$ cat src/rtl/alu_shift_arbiter_rv32i.sv
// Two-requester arbiter in front of one shared RV32I shift unit (SLL/SRL/SRA).
// Define ALU_SHIFT_ARB_RR_EN for round-robin tie breaking; otherwise requester 0 has fixed priority.
module alu_shift_arbiter_rv32i (
    input  logic        clk,
    input  logic        rst,
    input  logic        req0_valid,
    output logic        req0_ready,
    input  logic [31:0] req0_in,
    input  logic [4:0]  req0_shamt,
    input  logic [1:0]  req0_type,
    input  logic        req1_valid,
    output logic        req1_ready,
    input  logic [31:0] req1_in,
    input  logic [4:0]  req1_shamt,
    input  logic [1:0]  req1_type,
    output logic        rsp0_valid,
    input  logic        rsp0_ready,
    output logic        rsp1_valid,
    input  logic        rsp1_ready,
    output logic [31:0] rsp_data
);

    typedef enum logic {IDLE = 1'b0, RESP = 1'b1} state_t;

    state_t      state_reg;
    state_t      state_next;
    logic        owner_reg;
    logic [31:0] rsp_data_reg;

    logic [1:0]  req_valid;
    logic [1:0]  grant;
    logic [1:0]  rsp_ready_vec;
    logic        prefer1;
    logic        owner_rsp_ready;
    logic        can_accept;
    logic        accept;
    logic        rsp_handshake;
    logic [31:0] sel_in;
    logic [4:0]  sel_shamt;
    logic [1:0]  sel_type;
    logic [31:0] shift_result;

`ifdef ALU_SHIFT_ARB_RR_EN
    logic last_grant_reg;

    // Ties go to whichever requester did not win the previous acceptance.
    assign prefer1 = ~last_grant_reg;

    always_ff @(posedge clk) begin
        if (rst) begin
            last_grant_reg <= 1'b1;
        end else if (accept) begin
            last_grant_reg <= grant[1];
        end
    end
`else
    assign prefer1 = 1'b0;
`endif

    assign req_valid     = {req1_valid, req0_valid};
    assign rsp_ready_vec = {rsp1_ready, rsp0_ready};

    assign grant[1] = req_valid[1] & (~req_valid[0] | prefer1);
    assign grant[0] = req_valid[0] & ~grant[1];

    // The held result frees the datapath in the same cycle its owner takes it.
    assign owner_rsp_ready = rsp_ready_vec[owner_reg];
    assign rsp_handshake   = (state_reg == RESP) & owner_rsp_ready;
    assign can_accept      = ~rst & ((state_reg == IDLE) | owner_rsp_ready);
    assign accept          = can_accept & (req_valid[0] | req_valid[1]);

    assign sel_in    = grant[1] ? req1_in    : req0_in;
    assign sel_shamt = grant[1] ? req1_shamt : req0_shamt;
    assign sel_type  = grant[1] ? req1_type  : req0_type;

    always_comb begin
        shift_result = 32'd0;
        case (sel_type)
            2'b00:   shift_result = sel_in << sel_shamt;
            2'b01:   shift_result = sel_in >> sel_shamt;
            2'b10:   shift_result = 32'($signed(sel_in) >>> sel_shamt);
            default: shift_result = 32'd0;
        endcase
    end

    // State register
    always_ff @(posedge clk) begin
        if (rst) begin
            state_reg <= IDLE;
        end else begin
            state_reg <= state_next;
        end
    end

    // Next-state logic
    always_comb begin
        state_next = state_reg;
        case (state_reg)
            IDLE: begin
                if (accept) begin
                    state_next = RESP;
                end
            end
            RESP: begin
                if (accept) begin
                    state_next = RESP;
                end else if (rsp_handshake) begin
                    state_next = IDLE;
                end
            end
            default: state_next = IDLE;
        endcase
    end

    // Output logic
    always_comb begin
        req0_ready = can_accept & grant[0];
        req1_ready = can_accept & grant[1];
        rsp0_valid = (state_reg == RESP) & ~owner_reg;
        rsp1_valid = (state_reg == RESP) & owner_reg;
    end

    always_ff @(posedge clk) begin
        if (rst) begin
            rsp_data_reg <= 32'd0;
            owner_reg    <= 1'b0;
        end else if (accept) begin
            rsp_data_reg <= shift_result;
            owner_reg    <= grant[1];
        end
    end

    assign rsp_data = rsp_data_reg;

endmodule

$ cat config.mk
export PLATFORM = sky130hd
export DESIGN_NAME = alu_shift_arbiter_rv32i
export DESIGN_NICKNAME = d
export VERILOG_FILES = /design/src/rtl/alu_shift_arbiter_rv32i.sv
export SDC_FILE = /design/constraint.sdc
export NUM_CORES = 1
export LEC_CHECK = 0
export CELL_PAD_IN_SITES_DETAIL_PLACEMENT = 1
export CELL_PAD_IN_SITES_GLOBAL_PLACEMENT = 2
export CORE_MARGIN = 2
export CORE_UTILIZATION = 29
export DETAILED_ROUTE_END_ITERATION = 16
export GPL_TIMING_DRIVEN = 0
export PLACE_DENSITY_LB_ADDON = 0.1
export SYNTH_ARGS = -nofsm -noshare
export SYNTH_HDL_FRONTEND = slang
export SYNTH_SLANG_ARGS = --single-unit
$ cat constraint.sdc
create_clock -name clk -period 2.85 [get_ports clk]
set_input_delay 0.57 -clock clk [delete_from_list [all_inputs] [get_ports clk]]
set_output_delay 0.57 -clock clk [all_outputs]
set_load 0.02 [all_outputs]
Word level (Yosys, flattened, before mapping)
Index checks and enable logic that the tools add are counted.
- register bits after elaboration: 34
- bits in latches: 0
- RAM bits: 0
- ROM bits: 0
- input port bits: 84
- output and inout bits: 36
- logic and storage cells: 36
- memories kept: 0
- add/sub/neg operators: 0
- multiply operators: 0
- divide/modulo/power cells: 0
- $lt $le $gt $ge: 1
- equal/unequal tests: 2
- shift-type cells: 3
- multiplexer cells: 10
- bitwise logic cells: 16
- reductions and logical operators: 1
- operators with widths (cell ; number):
    32-bit case mux with 3 select lines ; 1
    32-bit 2-to-1 mux ; 1
    32-bit by 5-bit << shifter with 32-bit output ; 1
    32-bit by 5-bit right shift with 32-bit output ; 1
    32-bit by 5-bit >>> shifter with 32-bit output ; 1
    1-bit bitwise AND ; 9
    1-bit 2-to-1 mux ; 5
    5-bit 2-to-1 mux ; 1
    1-bit NOT ; 5
    2-bit by 1-bit equality test with 1-bit output, second input constant ; 1
    2-bit equality test, second input constant ; 1
    2-bit logical NOT ; 1
    1-bit by 2-bit less-than comparator with 1-bit output, second input constant ; 1
    2-bit 2-to-1 mux ; 1
    1-bit OR ; 2
    1-bit case mux with 2 select lines ; 1

Logic depth before layout (Yosys ltp)
- depth after elaboration: 7
- gate-level depth with buffers: 13

Least setup slack after synthesis
No wires, ideal clock.
- path kind: input port to flip-flop
- from: in req1_shamt[0]
- to: reg rsp_data_reg[18] (netlist: rsp_data[18])
- library setup time: 0.122 ns
- data arrival time: 2.439 ns
- setup slack: 0.289 ns
- stages: 9
- path through: buf_2 > or4b_1 > o31a_1 > nand3_1 > a21oi_1 > a31oi_1 > nor3_1 > a221o_1 > a221o_1
- word-level cells in the longest chain between the ends: 3
- elaborated cells between the ends (all ways): 5
- classes of those cells: shift (3); mux (2)
- ends and longest elaborated chain (element ; RTL line ; text):
    from (decl) ; 14 ; input logic [4:0] req1_shamt,
    5-bit 2-to-1 mux (*) ; 73 ; assign sel_shamt = grant[1] ? req1_shamt : req0_shamt;
    32-bit by 5-bit >>> shifter with 32-bit output, or another cell as far along ; 81 ; 2'b10: shift_result = 32'($signed(sel_in) >>> sel_shamt);
    32-bit case mux with 3 select lines (*) ; 78 ; case (sel_type)
    to (signal assigned) ; 128 ; rsp_data_reg <= shift_result;
    to (decl) ; 28 ; logic [31:0] rsp_data_reg;
Every way passes the cells marked *; elsewhere a longest branch is shown, timed or not.
A chain may end at the register's enable or synchronous reset.

Worst setup path after layout
- from: in req1_in[30]
- to: reg rsp_data_reg[19] (netlist: rsp_data[19])
- word-level cells in the longest chain between the ends: 3
- elaborated cells between the ends (all ways): 5
- classes of those cells: shift (3); mux (2)
- ends and longest elaborated chain (element ; RTL line ; text):
    from (decl) ; 13 ; input logic [31:0] req1_in,
    32-bit 2-to-1 mux (*) ; 72 ; assign sel_in = grant[1] ? req1_in : req0_in;
    32-bit by 5-bit >>> shifter with 32-bit output, or another cell as far along ; 81 ;
    32-bit case mux with 3 select lines (*) ; 78 ;
Marked as above.

==> run summary <==
Outcome: complete, but fails checks
Failing checks: negative setup slack
Synth async-reset ratio: 0
Worst-path fanout max: 7
Die W: 149 um
DR vias/cell: 6.67
Avg WL per Cell: 30.3 um
Cell Pwr Density: 366 nW/um^2
Worst min path class: register to register
Clk pin slew, worst setup/hold paths: 0.06 ns
Initial Util: 0.294
First-pass GRT wire length: 58200 um
CTS sink count: 34
Clock power share: 0.217
Combinational power share: 0.626
Sw Share: 0.466
Setup ws final: -0.0106 ns
Worst Path Required: 3.03 ns
Slew of the pin with the lowest slew margin: 0.769 ns
Die H: 149 um
Antenna cells: 0
Highest clock rate: 0.350 GHz
I/O Buffers: 116
Levels on crit path: 10
Ports: 120
GRT Total Usage: 0.352
Slowest stage delay, CP: 0.44 ns
Synth Instances: 908
Num CTS Buffers: 5
Slowest stage cell, crit path: clkdlybuf4s50_1
Maxcap violations: 0
Die area: 22300 sq um
DR vias: 8904
Setup tns final: -0.0159 ns
Ys flop type: dfxtp_1
P_sw: 0.00160 W
Commonest non-fill, non-tap cell in the layout: clkdlybuf4s50_1
RD Place Congestion: 0.994
CTS tree: done
Period utilization: 1.00
Largest net degree at the start of global routing: 13
Sequential power share: 0.157
#FFs+latches synth: 34
Leak Pwr: 3.44 nW
WS Path Type: primary input to register
Synthesized Nets: 992
Reg2Reg Depth: 8
Share of cells above drive strength 1: 0.291
Post-DP HPWL: 31300 um
Mapped cell area: 6130 sq um
Pint: 0.00184 W
Number of synthesis warnings: 0
DRC: 0
CP cell instances: clkdlybuf4s50_1, nor4bb_1, a31oi_2, and2_1, buf_2, a221oi_2, nor3_1, a221oi_2, o21ai_1, a22o_1
Grt ovf: 0
Clock latency on the worst-skew pair: 0.29 ns
Worst Hold Depth: 2
Fin crit period: 2.86 ns
Nets: 1143
Synth Area per Inst: 6.75 sq um
Max reg flops: 32
Vias in the first global route: 8823
Synth top area share: 0.111
Peak VDD IR: 272 uV
H-tree levels: 2
CP delay by family, top: compound AO/OA/AOI/OAI gates
Most frequent cells in the layout: 111 x clkdlybuf4s50_1, 88 x nand2_1, 65 x nand3_1, 59 x nor2_1, 53 x a21oi_1
Post-synth EDFFs: 0
Final hold vios: 0
Sequential cell area fraction in the yosys report: 0.111
Synth unique cells: 73
Placement Rows: 53
Final Skew: 0.00602 ns
Most used cell, CP: a221oi_2
Area leader, netlist: dfxtp_1
Top cells by area, synth: dfxtp_1 11%, mux2i_1 8.3%, nand2_1 5.6%
Final setup violation count: 2
Worst Path Buf+Inv: 2
Max_slew headroom: 0.488
Initial antenna violation count: 1
Hold WS: 0.461 ns
Max Buffers Root-to-Sink: 2
Setup crit start kind: primary input
Final Slew Violations: 0
1st-pass router iterations: 5
Drt total wl: 40400 um
Area of the core: 20900 sq um
Worst setup EP type: register
Area Overhead vs Synth: 53.0%
Final antenna-violating net count: 0
Worst Path Arrival: 3.04 ns
Number of DRC markers in iteration 0: 1037
Power, Total: 0.00344 W
Root Buffer Master: clkbuf_16
-- synthesized netlist by cell type, types with 4 or more instances --
library cell  instances
nand2_1              91
nor2_1               68
nand3_1              67
a21oi_1              60
o21ai_0              59
a31oi_1              51
mux2i_1              51
buf_2                41
clkbuf_1             36
dfxtp_1              34
o211ai_1             33
inv_1                30
nor4bb_1             28
nor3_1               23
nor4b_1              21
mux2_2               19
a221oi_1             12
o221ai_1             10
nand2b_1              8
o21ai_1               8
o31ai_1               8
a221o_1               7
a22o_1                7
and2_1                7
buf_4                 7
nand4_1               7
o22ai_1               7
o32ai_1               7
a211o_1               6
a211oi_1              6
o21a_1                6
buf_6                 5
o311ai_1              5
or3_1                 5
nor2b_1               4
o211a_1               4
or2_2                 4
-- stage by stage --
step | setup WS, ns | std cells | utilization | instance area, sq um
after floorplan | 0.289 | 908 | - | 6130
after global placement | -1.37 | 1299 | 0.366 | 7640
after detailed placement | -1.39 | 1299 | 0.366 | 7640
after CTS | -0.0151 | 1327 | 0.429 | 8970
after global routing | -0.0968 | 1335 | 0.449 | 9390
final | -0.0106 | 1335 | 0.449 | 9390
-- routing by layer --
| layer | up-vias | share of wire | track usage |
|---|---|---|---|
| met3 | 58 | 0.097 | 0.0762 |
| met4 | 0 | 0.019 | 0.0714 |
| li1 | 3836 | - | - |
| met5 | - | 0 | 0 |
| met1 | 4520 | 0.43 | 0.494 |
| met2 | 490 | 0.45 | 0.554 |
-- kinds of logic (layout without fill, tap and decap cells) --
family,count (synthesis),in the layout,synth area share
multiplexers,73,73,0.125
flip-flops,34,34,0.111
buffers and inverters,124,276,0.0951
AND/OR/NAND/NOR,343,343,0.296
AO/OA/AOI/OAI,334,334,0.373
-- power groups by stage --
stage,clock (W),combinational (W),sequential [W]
6_report,0.000745,0.00215,0.000540
5_1_grt,0.000771,0.00222,0.000545
4_1_cts,0.000749,0.00199,0.000541
3_5_place_dp,0,0.00172,0.000551
3_3_place_gp,0,0.00172,0.000550
2_1_floorplan,0,0.000924,0.000598
-- what timing repair did --
action	4_1_cts	5_1_grt
setup buffers	20	7
endpoints found under the setup margin	34	33
cloned	1	2
pin swaps	14	14
hold buffers	0	0
gates resized for setup	255	94
-- worst reg2reg max path, delay by kind of cell, from the launching register on --
kind	cells	cell delay, ns
and+or+nand+nor	5	1.09
buffers and inverters	1	0.48
muxes	1	0.24
DFF	1	0.38
AOI/OAI and AO/OA	1	0.09
-- worst paths after layout --
kind                              startpoint            to  slack [ns]
worst min register to register  rsp_data[23]  rsp_data[23]        0.46
worst max register to register     owner_reg   rsp_data[1]        0.46
worst min-delay path            rsp_data[23]  rsp_data[23]        0.46
worst max-delay path             req1_in[30]  rsp_data[19]       -0.01
-- cell type report --
| cell class | instances | area [sq um] |
|---|---|---|
| timing repair buffer | 146 | 1420 |
| tap | 275 | 344 |
| sequential | 34 | 681 |
| fill | 2581 | 11500 |
| clock inverter | 3 | 68.8 |
| buffer | 92 | 748 |
| inverter | 30 | 113 |
| multi-input combinational | 750 | 5880 |
| clock buffer | 5 | 125 |
Power figures use the tool's default switching activity.
